===== src/rtl/connector_pkg.sv =====
// Shared defaults and width helpers for the channel aggregator.
package connector_pkg;

  localparam int NCH_DEF   = 3;
  localparam int DW_DEF    = 8;
  localparam int DEPTH_DEF = 4;

  function automatic int clog2_min1(input int v);
    return (v <= 2) ? 1 : $clog2(v);
  endfunction

endpackage


===== src/rtl/connector_chan_fifo.sv =====
// Per-channel synchronous FIFO; a push while full is taken when a pop
// happens in the same cycle.
module connector_chan_fifo #(
  parameter int DW    = 8,
  parameter int DEPTH = 4
) (
  input  logic                   clk,
  input  logic                   reset,
  input  logic                   push_i,
  input  logic                   pop_i,
  input  logic [DW-1:0]          data_i,
  output logic [DW-1:0]          data_o,
  output logic                   full_o,
  output logic                   empty_o,
  output logic [$clog2(DEPTH):0] level_o
);

  localparam int AW = $clog2(DEPTH);

  logic [DW-1:0] mem_q [DEPTH];
  logic [AW:0]   wptr_q, wptr_d;
  logic [AW:0]   rptr_q, rptr_d;
  logic          do_push, do_pop;

  assign empty_o = (wptr_q == rptr_q);
  assign full_o  = ((wptr_q ^ rptr_q) == {1'b1, {AW{1'b0}}});
  assign level_o = wptr_q - rptr_q;
  assign data_o  = mem_q[rptr_q[AW-1:0]];

  assign do_pop  = pop_i & ~empty_o;
  assign do_push = push_i & (~full_o | do_pop);

  assign wptr_d = do_push ? wptr_q + 1'b1 : wptr_q;
  assign rptr_d = do_pop  ? rptr_q + 1'b1 : rptr_q;

  always_ff @(posedge clk or posedge reset) begin
    if (reset) begin
      wptr_q <= '0;
      rptr_q <= '0;
    end else begin
      wptr_q <= wptr_d;
      rptr_q <= rptr_d;
    end
  end

  // Storage carries no reset; pointers alone define validity.
  always_ff @(posedge clk) begin
    if (do_push) mem_q[wptr_q[AW-1:0]] <= data_i;
  end

endmodule


===== src/rtl/connector_chan_agg.sv =====
// Merges NCH write-enable channels through per-channel FIFOs onto one
// tagged valid/ready stream with round-robin arbitration.
module connector_chan_agg
  import connector_pkg::*;
#(
  parameter int NCH   = NCH_DEF,
  parameter int DW    = DW_DEF,
  parameter int DEPTH = DEPTH_DEF
) (
  input  logic                             clk,
  input  logic                             reset,
  input  logic                             freeze,
  input  logic [NCH-1:0]                   wen,
  input  logic [NCH*DW-1:0]                data,
  input  logic                             ovf_clr,
  output logic                             o_valid,
  input  logic                             o_ready,
  output logic [DW-1:0]                    o_data,
  output logic [clog2_min1(NCH)-1:0]       o_chan,
  output logic [NCH-1:0]                   ovf,
  output logic [NCH*($clog2(DEPTH)+1)-1:0] level
);

  localparam int CW = clog2_min1(NCH);
  localparam int LW = $clog2(DEPTH) + 1;

  logic [NCH-1:0] empty, full, pop, push;
  logic [DW-1:0]  head [NCH];
  logic [LW-1:0]  lvl  [NCH];

  logic [CW-1:0]  rr_q, rr_d, gnt;
  logic [CW:0]    idx;
  logic           found, load_en, can_pop;

  logic           valid_q, valid_d;
  logic [DW-1:0]  data_q, data_d;
  logic [CW-1:0]  chan_q, chan_d;
  logic [NCH-1:0] ovf_q, ovf_d;

  assign push = wen & {NCH{~freeze}};

  for (genvar i = 0; i < NCH; i++) begin : g_ch
    connector_chan_fifo #(.DW(DW), .DEPTH(DEPTH)) u_fifo (
      .clk    (clk),
      .reset  (reset),
      .push_i (push[i]),
      .pop_i  (pop[i]),
      .data_i (data[i*DW +: DW]),
      .data_o (head[i]),
      .full_o (full[i]),
      .empty_o(empty[i]),
      .level_o(lvl[i])
    );
    assign pop[i] = can_pop & (gnt == CW'(i));
    assign level[i*LW +: LW] = lvl[i];
  end

  // First non-empty channel at or after the rr pointer.
  always_comb begin
    gnt   = rr_q;
    found = 1'b0;
    idx   = '0;
    for (int k = 0; k < NCH; k++) begin
      idx = {1'b0, rr_q} + (CW+1)'(k);
      if (idx >= (CW+1)'(NCH)) idx = idx - (CW+1)'(NCH);
      if (!found && !empty[idx[CW-1:0]]) begin
        found = 1'b1;
        gnt   = idx[CW-1:0];
      end
    end
  end

  assign load_en = ~valid_q | o_ready;
  assign can_pop = load_en & ~freeze & found;

  always_comb begin
    rr_d    = rr_q;
    valid_d = valid_q;
    data_d  = data_q;
    chan_d  = chan_q;
    if (can_pop) begin
      rr_d    = (gnt == CW'(NCH-1)) ? '0 : gnt + CW'(1);
      valid_d = 1'b1;
      data_d  = head[gnt];
      chan_d  = gnt;
    end else if (load_en) begin
      valid_d = 1'b0;
    end
  end

  // A drop in the same cycle as a clear keeps the flag set.
  assign ovf_d = (ovf_clr ? '0 : ovf_q) | (push & full & ~pop);

  always_ff @(posedge clk or posedge reset) begin
    if (reset) begin
      rr_q    <= '0;
      valid_q <= 1'b0;
      data_q  <= '0;
      chan_q  <= '0;
      ovf_q   <= '0;
    end else begin
      rr_q    <= rr_d;
      valid_q <= valid_d;
      data_q  <= data_d;
      chan_q  <= chan_d;
      ovf_q   <= ovf_d;
    end
  end

  assign o_valid = valid_q;
  assign o_data  = data_q;
  assign o_chan  = chan_q;
  assign ovf     = ovf_q;

endmodule


===== config.mk =====
export PLATFORM = sky130hd
export DESIGN_NAME = connector_chan_agg
export DESIGN_NICKNAME = d
export VERILOG_FILES = /design/src/rtl/connector_pkg.sv /design/src/rtl/connector_chan_fifo.sv /design/src/rtl/connector_chan_agg.sv
export SDC_FILE = /design/constraint.sdc
export NUM_CORES = 1
export LEC_CHECK = 0
export CORE_UTILIZATION = 40
export DETAILED_ROUTE_END_ITERATION = 10
export PLACE_DENSITY = 0.57
export REMOVE_ABC_BUFFERS = 1
export SLEW_MARGIN = 30
export SYNTH_ARGS = -nofsm -noshare
export SYNTH_HDL_FRONTEND = slang
export SYNTH_SLANG_ARGS = --single-unit

===== constraint.sdc =====
create_clock -name clk -period 8.3 [get_ports clk]
set_input_delay 1.66 -clock clk [delete_from_list [all_inputs] [get_ports clk]]
set_output_delay 1.66 -clock clk [all_outputs]
set_load 0.005 [all_outputs]

==> results of run 1 <==
[cells by family after synthesis]
group | share of synthesized area, %
DFF | 64.09
and+or+nand+nor | 5.799
AOI/OAI and AO/OA | 7.818
buffers and inverters | 2.749
muxes | 10.44
adders and majority gates | 5.971
xor gates and xnor gates | 3.136
[how the worst min path moves through the flow]
stage,from,endpoint,depth (start not counted)
3_3_place_gp,o_chan[0]$_DFFE_PP0N_,o_chan[0]$_DFFE_PP0N_,2
2_1_floorplan,o_chan[0]$_DFFE_PP0N_,o_chan[0]$_DFFE_PP0N_,2
3_5_place_dp,o_chan[0]$_DFFE_PP0N_,o_chan[0]$_DFFE_PP0N_,2
4_1_cts,o_chan[0]$_DFFE_PP0N_,o_chan[0]$_DFFE_PP0N_,2
6_report,o_chan[0]$_DFFE_PP0N_,o_chan[0]$_DFFE_PP0N_,2
5_1_grt,o_chan[0]$_DFFE_PP0N_,o_chan[0]$_DFFE_PP0N_,2
[stage by stage]
stage | utilization, % | setup slack (ps) | power [mW] | cells
CTS | 51.10 | 4069 | 2.982 | 623
floorplan | - | 4244 | 1.699 | 356
detailed placement | 46.53 | 3697 | 2.165 | 591
finish | 51.14 | 4108 | 2.951 | 623
global placement | 46.53 | 3865 | 2.161 | 591
global route | 51.14 | 3775 | 3.144 | 623
[flip-flops by register name (all words and copies together), names as in the netlist]
register / cells
g_ch.u_fifo.mem_q: 96
g_ch.u_fifo.rptr_q: 9
g_ch.u_fifo.wptr_q: 9
o_chan: 2
o_data: 8
o_valid: 1
ovf: 3
rr_q: 2
[critical path: cells and delay by family (launching register included)]
family                   cells  cell delay [ps]
buffers and inverters        1              120
adder cells (fa/ha/maj)      1              310
AND/OR/NAND/NOR              3             1030
AO/OA/AOI/OAI                4             1690
flip-flops                   1              650
[layout make-up]
class	count	area share (%)
timing repair buffer	55	7.631
clock buffer	18	5.976
clock inverter	14	2.962
tap	180	3.136
inverter	24	1.254
sequential	130	51.99
multi-input combinational	202	27.06
[power breakdown]
part,internal (mW),switching (mW)
clock network,0.532,0.275
logic,0.560,0.587
registers,0.845,0.154
[routing by layer]
metal	GRT usage [%]	wire [µm]	share of wire, %	vias up
met3	4.182	455	3.9	17
met1	24.11	5450	47	1593
li1	-	-	-	1528
met5	0	0	0	-
met4	7.317	185	1.6	0
met2	26.37	5519	48	79
[layout by cell type, fill, tap and decap left out, types with 4 or more instances in the layout]
cell             synthesis  final
mux4_2                  24     24
nand3_1                  4      4
and3_1                   6      6
ha_1                    23     23
edfxtp_1                96     96
a21oi_1                  6      6
o22ai_1                  9      9
nand2_1                 19     19
a21o_1                   5      5
o21ai_0                 18     18
dfrtp_1                 34     34
clkbuf_16                0     17
xor2_1                   8      8
inv_1                   24     24
xnor2_1                 11     11
and2_1                   9      9
nor3_1                   5      5
clkinv_4                 0      4
bufinv_16                0      5
nor2_1                   7      7
clkinv_2                 0      4
a22oi_1                  4      4
clkdlybuf4s50_1          0     54
==> results.md, run 1 <==
- Top cells by area, synth: edfxtp_1 (49%), dfrtp_1 (15%), mux4_2 (9.3%), ha_1 (4.9%), xnor2_1 (1.7%)
- PortBufs: 54
- Iteration-0 DRC Markers: 184
- # fillers: 1,156
- Vias per cell: 5.164
- Slowest-stage cell, CP: a211oi_2
- Postcts setup bufs: 0
- Hold WC Path Type: flop to flop
- Worst EP required: 8340 ps
- Area after DPL: 6534 µm²
- Worst ir drop on vdd: 0.1682 mV
- R2R cell count: 9
- ANT nets after route: 0
- Die outline width: 122.7 µm
- Seq cells post-synth: 130
- Worst path cell trace: inv_1, ha_1, nand2_1, or4_1, a2111oi_1, a211o_2, o21a_1, nand3_2, a211oi_2
- Avg Inst Size Synth: 15.70 µm²
- Synth warnings: 0
- Final hold violation count: 0
- Skew-Pair Late Insertion Delay: 420 ps
- CP Max Fanout: 13
- I/O pins: 55
- Routed wire length: 11.61 mm
- Sink Count: 130
- Post-CTS sizing: 0
- Top-count cell post-synth: edfxtp_1
- Tmin final: 4192 ps
- RSZ-0062 raised after global routing: no
- Reg-to-Reg Start: g_ch[2].u_fifo.rptr_q[1]$_DFFE_PP0P_
- Vias in the first global route: 3,269
- H-tree depth: 4
- CORE AREA: 14,040 µm²
- CP peak stage delay: 760 ps
- Die Y: 122.7 µm
- Maximum clock path buffer count: 2
- Num CTS Buffers: 17
- Post-synth top cells: edfxtp_1 (96), dfrtp_1 (34), inv_1 (24), mux4_2 (24), ha_1 (23)
- Antenna Cells: 0
- Fmax: 0.2386 GHz
- FF+latch area: 3734 µm²
- # hold bufs at CTS: 0
- Worst R2R Setup Slack: 4110 ps
- Worst-margin pin slew: 809.1 ps
- Max-cap violations: 0
- Routed WL per cell: 18.64 µm
- Hpwl dp: 8.254 mm
- Seq/Total Area, Yosys: 64.09%
- DR pass1 iterations: 4
- Synth cell types: 53
- Final-report max-slew violation count: 0
- Worst setup path endpoint: g_ch[0].u_fifo.mem_q[3][3]$_DFFE_PP_
- DRC Markers: 0
- CTS tree: yes
- LEAKAGE: 2.633 nW
- Final GP Congestion: 0.8261
- Post-synth ARST share: 26.15%
- Worst Skew: 7.207 ps
- Pin count of the biggest net entering global routing: 35
- PD cells: 410.9 nW/µm²
- Number of antenna violations at the first check in global routing: 0
- Global-route wire length before repair: 18.65 mm
- Clock slew at reported path FFs: 60 ps
- Post-synth top area cell: edfxtp_1
- Top cell type's share of synthesized area: 49.48%
- Share of cells above drive strength 1: 16.25%
- Critical Path Source: g_ch[2].u_fifo.rptr_q[1]$_DFFE_PP0P_
- Worst r2r dst: g_ch[0].u_fifo.mem_q[3][3]$_DFFE_PP_
- Crit path launch type: flop
- Number of synthesized flops with an enable pin: 96
- Root Driver: clkbuf_16
- Final setup TNS: 0 ps
- Setup crit end kind: flop
- Vias: 3,217
- Hold slack: 481.8 ps
- Net count, final: 488
- Post-synthesis cell count: 371
- Syn Std Cell Area: 5826 µm²
- WP data arrival: 4230 ps
- Total gr overflow: 0
- Post-route design area: 7182 µm²
- Tcrit/Tclk final: 50.50%
- Slew margin rel.: 45.96%
- Crit Path Class: flop to flop
- Outcome: complete, no violations
- Row count: 43
- Total track usage: 17.44%
- Syn-to-layout area delta: 23.28%
- Setup Viol. Count Final: 0
- Area of the multi-input gates: 1943 µm²
- Main flop type after synthesis: edfxtp_1
- Die area: 15,050 µm²
- Starting Density: 41.49%
Note: power is estimated with default switching activity, not from simulation.
==> run 2, diff against run 1 <==
- PLACE_DENSITY: 0.57 -> 0.59
- clock period: 8.3 -> 3.4 ns (I/O delays scaled with it)
==> results.md, run 2 (synthesized netlist as in run 1, its figures left out) <==
- Outcome: complete, no violations
- Vias in the first global route: 3,434 (+5.0%)
- Max FFs per register: 96 (unchanged)
- I/O pins: 55 (unchanged)
- Worst Skew: 7.103 ps (-0.1040 ps)
- Net count, final: 514 (+5.3%)
- Row count: 43 (unchanged)
- Share of cells above drive strength 1: 21.96% (+5.7 points)
- Switching part of the total power: 34.28% (-0.11 points)
- Fmax: 0.3116 GHz (+31%)
- Hpwl dp: 8.506 mm (+3.1%)
- Final core utilization: 52.68% (+1.5 points)
- Slowest-stage cell, CP: dfrtp_1
- Antenna Cells: 0 (unchanged)
- Reg power frac: 30.1% (-3.7 points)
- Worst path cell trace: inv_1, ha_1, nand2_2, or3_4, a2111oi_4, a21oi_1, a31o_1, and3_1, buf_4, o311a_1, buf_4, xor2_1
- Syn-to-layout area delta: 26.98%
- Global-route wire length before repair: 18.83 mm (+0.97%)
- CP peak stage delay: 390 ps (-370 ps)
- Die Y: 122.7 µm (unchanged)
- CTS tree: yes
- Iteration-0 DRC Markers: 279 (+52%)
- R2R cell count: 12 (+3)
- Most common cell after layout, fill and taps aside: edfxtp_1
- Die outline width: 122.7 µm (unchanged)
- Worst EP required: 3700 ps (-4640 ps)
- Num CTS Buffers: 17 (unchanged)
- CP Max Fanout: 9 (-4)
- DR pass1 iterations: 4 (unchanged)
- Crit path launch type: flop
- Vias per cell: 5.108 (-1.1%)
- Number of antenna violations at the first check in global routing: 0 (unchanged)
- Hold WC Path Type: flop to flop
- Root Driver: clkbuf_16
- Sink Count: 130 (unchanged)
- Worst-margin pin slew: 537.6 ps (-271.5 ps)
- Cell mode on critical path: buf_4
- Maximum clock path buffer count: 2 (unchanged)
- Die area: 15,050 µm² (unchanged)
- H-tree depth: 4 (unchanged)
- Setup crit end kind: flop
- Worst ir drop on vdd: 0.3718 mV (+120%)
- Final-report max-slew violation count: 0 (unchanged)
- Max-cap violations: 0 (unchanged)
- Setup Viol. Count Final: 0 (unchanged)
- Final GP Congestion: 0.9070 (+9.8%)
- Starting Density: 41.49% (unchanged)
- Final hold violation count: 0 (unchanged)
- Clock slew at reported path FFs: 60 ps (about the same)
- Tcrit/Tclk final: 94.40% (+44 points)
- Routed wire length: 11.88 mm (+2.3%)
- PortBufs: 54 (unchanged)
- Routed WL per cell: 18.31 µm (-1.8%)
- Slew margin rel.: 64.04% (+18 points)
- WP data arrival: 3510 ps (-720 ps)
- CORE AREA: 14,040 µm² (unchanged)
- RSZ-0062 raised after global routing: no
- Internal power: 4.930 mW (+150%)
- Clock Power Share: 26.3% (-1.0 points)
- Vias: 3,315 (+3.0%)
- Post-route design area: 7397 µm² (+3.0%)
- Total gr overflow: 0 (unchanged)
- Tmin final: 3209 ps (-982.2 ps)
- ANT nets after route: 0 (unchanged)
- Pin count of the biggest net entering global routing: 35 (unchanged)
- Crit Path Class: flop to flop
- Switching pwr: 2.572 mW (+150%)
- Combinational share of power: 43.5% (+4.7 points)
- PD cells: 1014 nW/µm² (+150%)
- Hold Path Depth: 2 (unchanged)
- Total track usage: 17.72% (+0.28 points)
- Area after DPL: 6729 µm² (+3.0%)
- Commonest non-fill, non-tap cells in the layout: edfxtp_1 (96), clkdlybuf4s50_1 (54), dfrtp_1 (34), buf_4 (27)
- Postcts setup bufs: 0 (unchanged)
- LEAKAGE: 2.755 nW (+4.6%)
- Skew-Pair Late Insertion Delay: 420 ps (about the same)
- DRC Markers: 0 (unchanged)
-- run 2: changes by cell type in the layout (fill, tap and decap cells not counted), moves of 2 or more --
cell / before / now
clkinv_2: 4 / 2
clkinvlp_4: 1 / 3
clkinv_4: 4 / 2
and2_2: 0 / 3
and2_1: 9 / 6
buf_4: 1 / 27
-- run 2: power by group through the flow --
stage | Sequential, mW | Clock [mW] | Combinational, mW
floorplan | 2.36 | 0 | 1.79
global placement | 2.29 | 0 | 3.25
detailed placement | 2.30 | 0 | 3.24
CTS | 2.27 | 2.00 | 3.26
global route | 2.30 | 2.07 | 3.61
finish | 2.26 | 1.98 | 3.26
-- run 2: path summary, 6_finish.rpt --
path	slack, ps	start	endpoint
worst max-delay path	190	g_ch[0].u_fifo.wptr_q[0]$_DFFE_PP0P_	g_ch[2].u_fifo.wptr_q[2]$_DFFE_PP0P_
worst min-delay path	490	o_chan[0]$_DFFE_PP0N_	o_chan[0]$_DFFE_PP0N_
worst max register to register	190	g_ch[0].u_fifo.wptr_q[0]$_DFFE_PP0P_	g_ch[2].u_fifo.wptr_q[2]$_DFFE_PP0P_
worst min register to register	490	o_chan[0]$_DFFE_PP0N_	o_chan[0]$_DFFE_PP0N_
max in group asynchronous	2410	reset	g_ch[1].u_fifo.wptr_q[2]$_DFFE_PP0P_
min in group asynchronous	660	reset	g_ch[0].u_fifo.wptr_q[0]$_DFFE_PP0P_
-- run 2: timing repair --
| action | 4_1_cts | 5_1_grt |
|---|---|---|
| endpoints found under the setup margin | 0 | 100 |
| hold endpoints to repair | 0 | 0 |
| hold buffers | 0 | 0 |
| resized for setup | 0 | 8 |
-- run 2: stage by stage --
step / hold WS [ps] / setup WS [ps] / total power [mW] / std cells / setup TNS, ps
global route: 526.7 / 4.415 / 7.981 / 649 / 0
detailed placement: 481.2 / 108.7 / 5.534 / 617 / 0
finish: 485.9 / 190.5 / 7.503 / 649 / 0
global placement: 462.2 / 120.8 / 5.536 / 617 / 0
CTS: 494.0 / 75.11 / 7.527 / 649 / 0
floorplan: 473.3 / -297.8 / 4.148 / 356 / -16750
-- run 2: critical path: cells and delay by family (launching register included) --
| family | cells | cell delay, ps |
|---|---|---|
| AOI/OAI and AO/OA | 4 | 1010 |
| and+or+nand+nor | 3 | 740 |
| buffers and inverters | 3 | 480 |
| DFF | 1 | 390 |
| adders and majority gates | 1 | 330 |
| xor gates and xnor gates | 1 | 150 |
-- run 2: final cells by class --
| class | instances | area (µm²) |
|---|---|---|
| repair buffers | 81 | 743.2 |
| fillers | 1147 | 6645 |
| flip-flops and latches | 130 | 3734 |
| clock buffers | 19 | 432.9 |
| well taps | 180 | 225.2 |
| multi-input cells | 202 | 1963 |
| clock inverters | 13 | 209.0 |
| inverters | 24 | 90.09 |
-- run 2: per-layer routing --
metal / vias to the layer above / part of all wire [%] / routed length [µm] / global-route usage [%]
met4: 0 / 1.6 / 195 / 8.003
met1: 1642 / 47 / 5579 / 23.91
met3: 14 / 4.8 / 573 / 4.600
li1: 1578 / - / - / -
met5: - / 0 / 0 / 0
met2: 81 / 47 / 5533 / 26.90
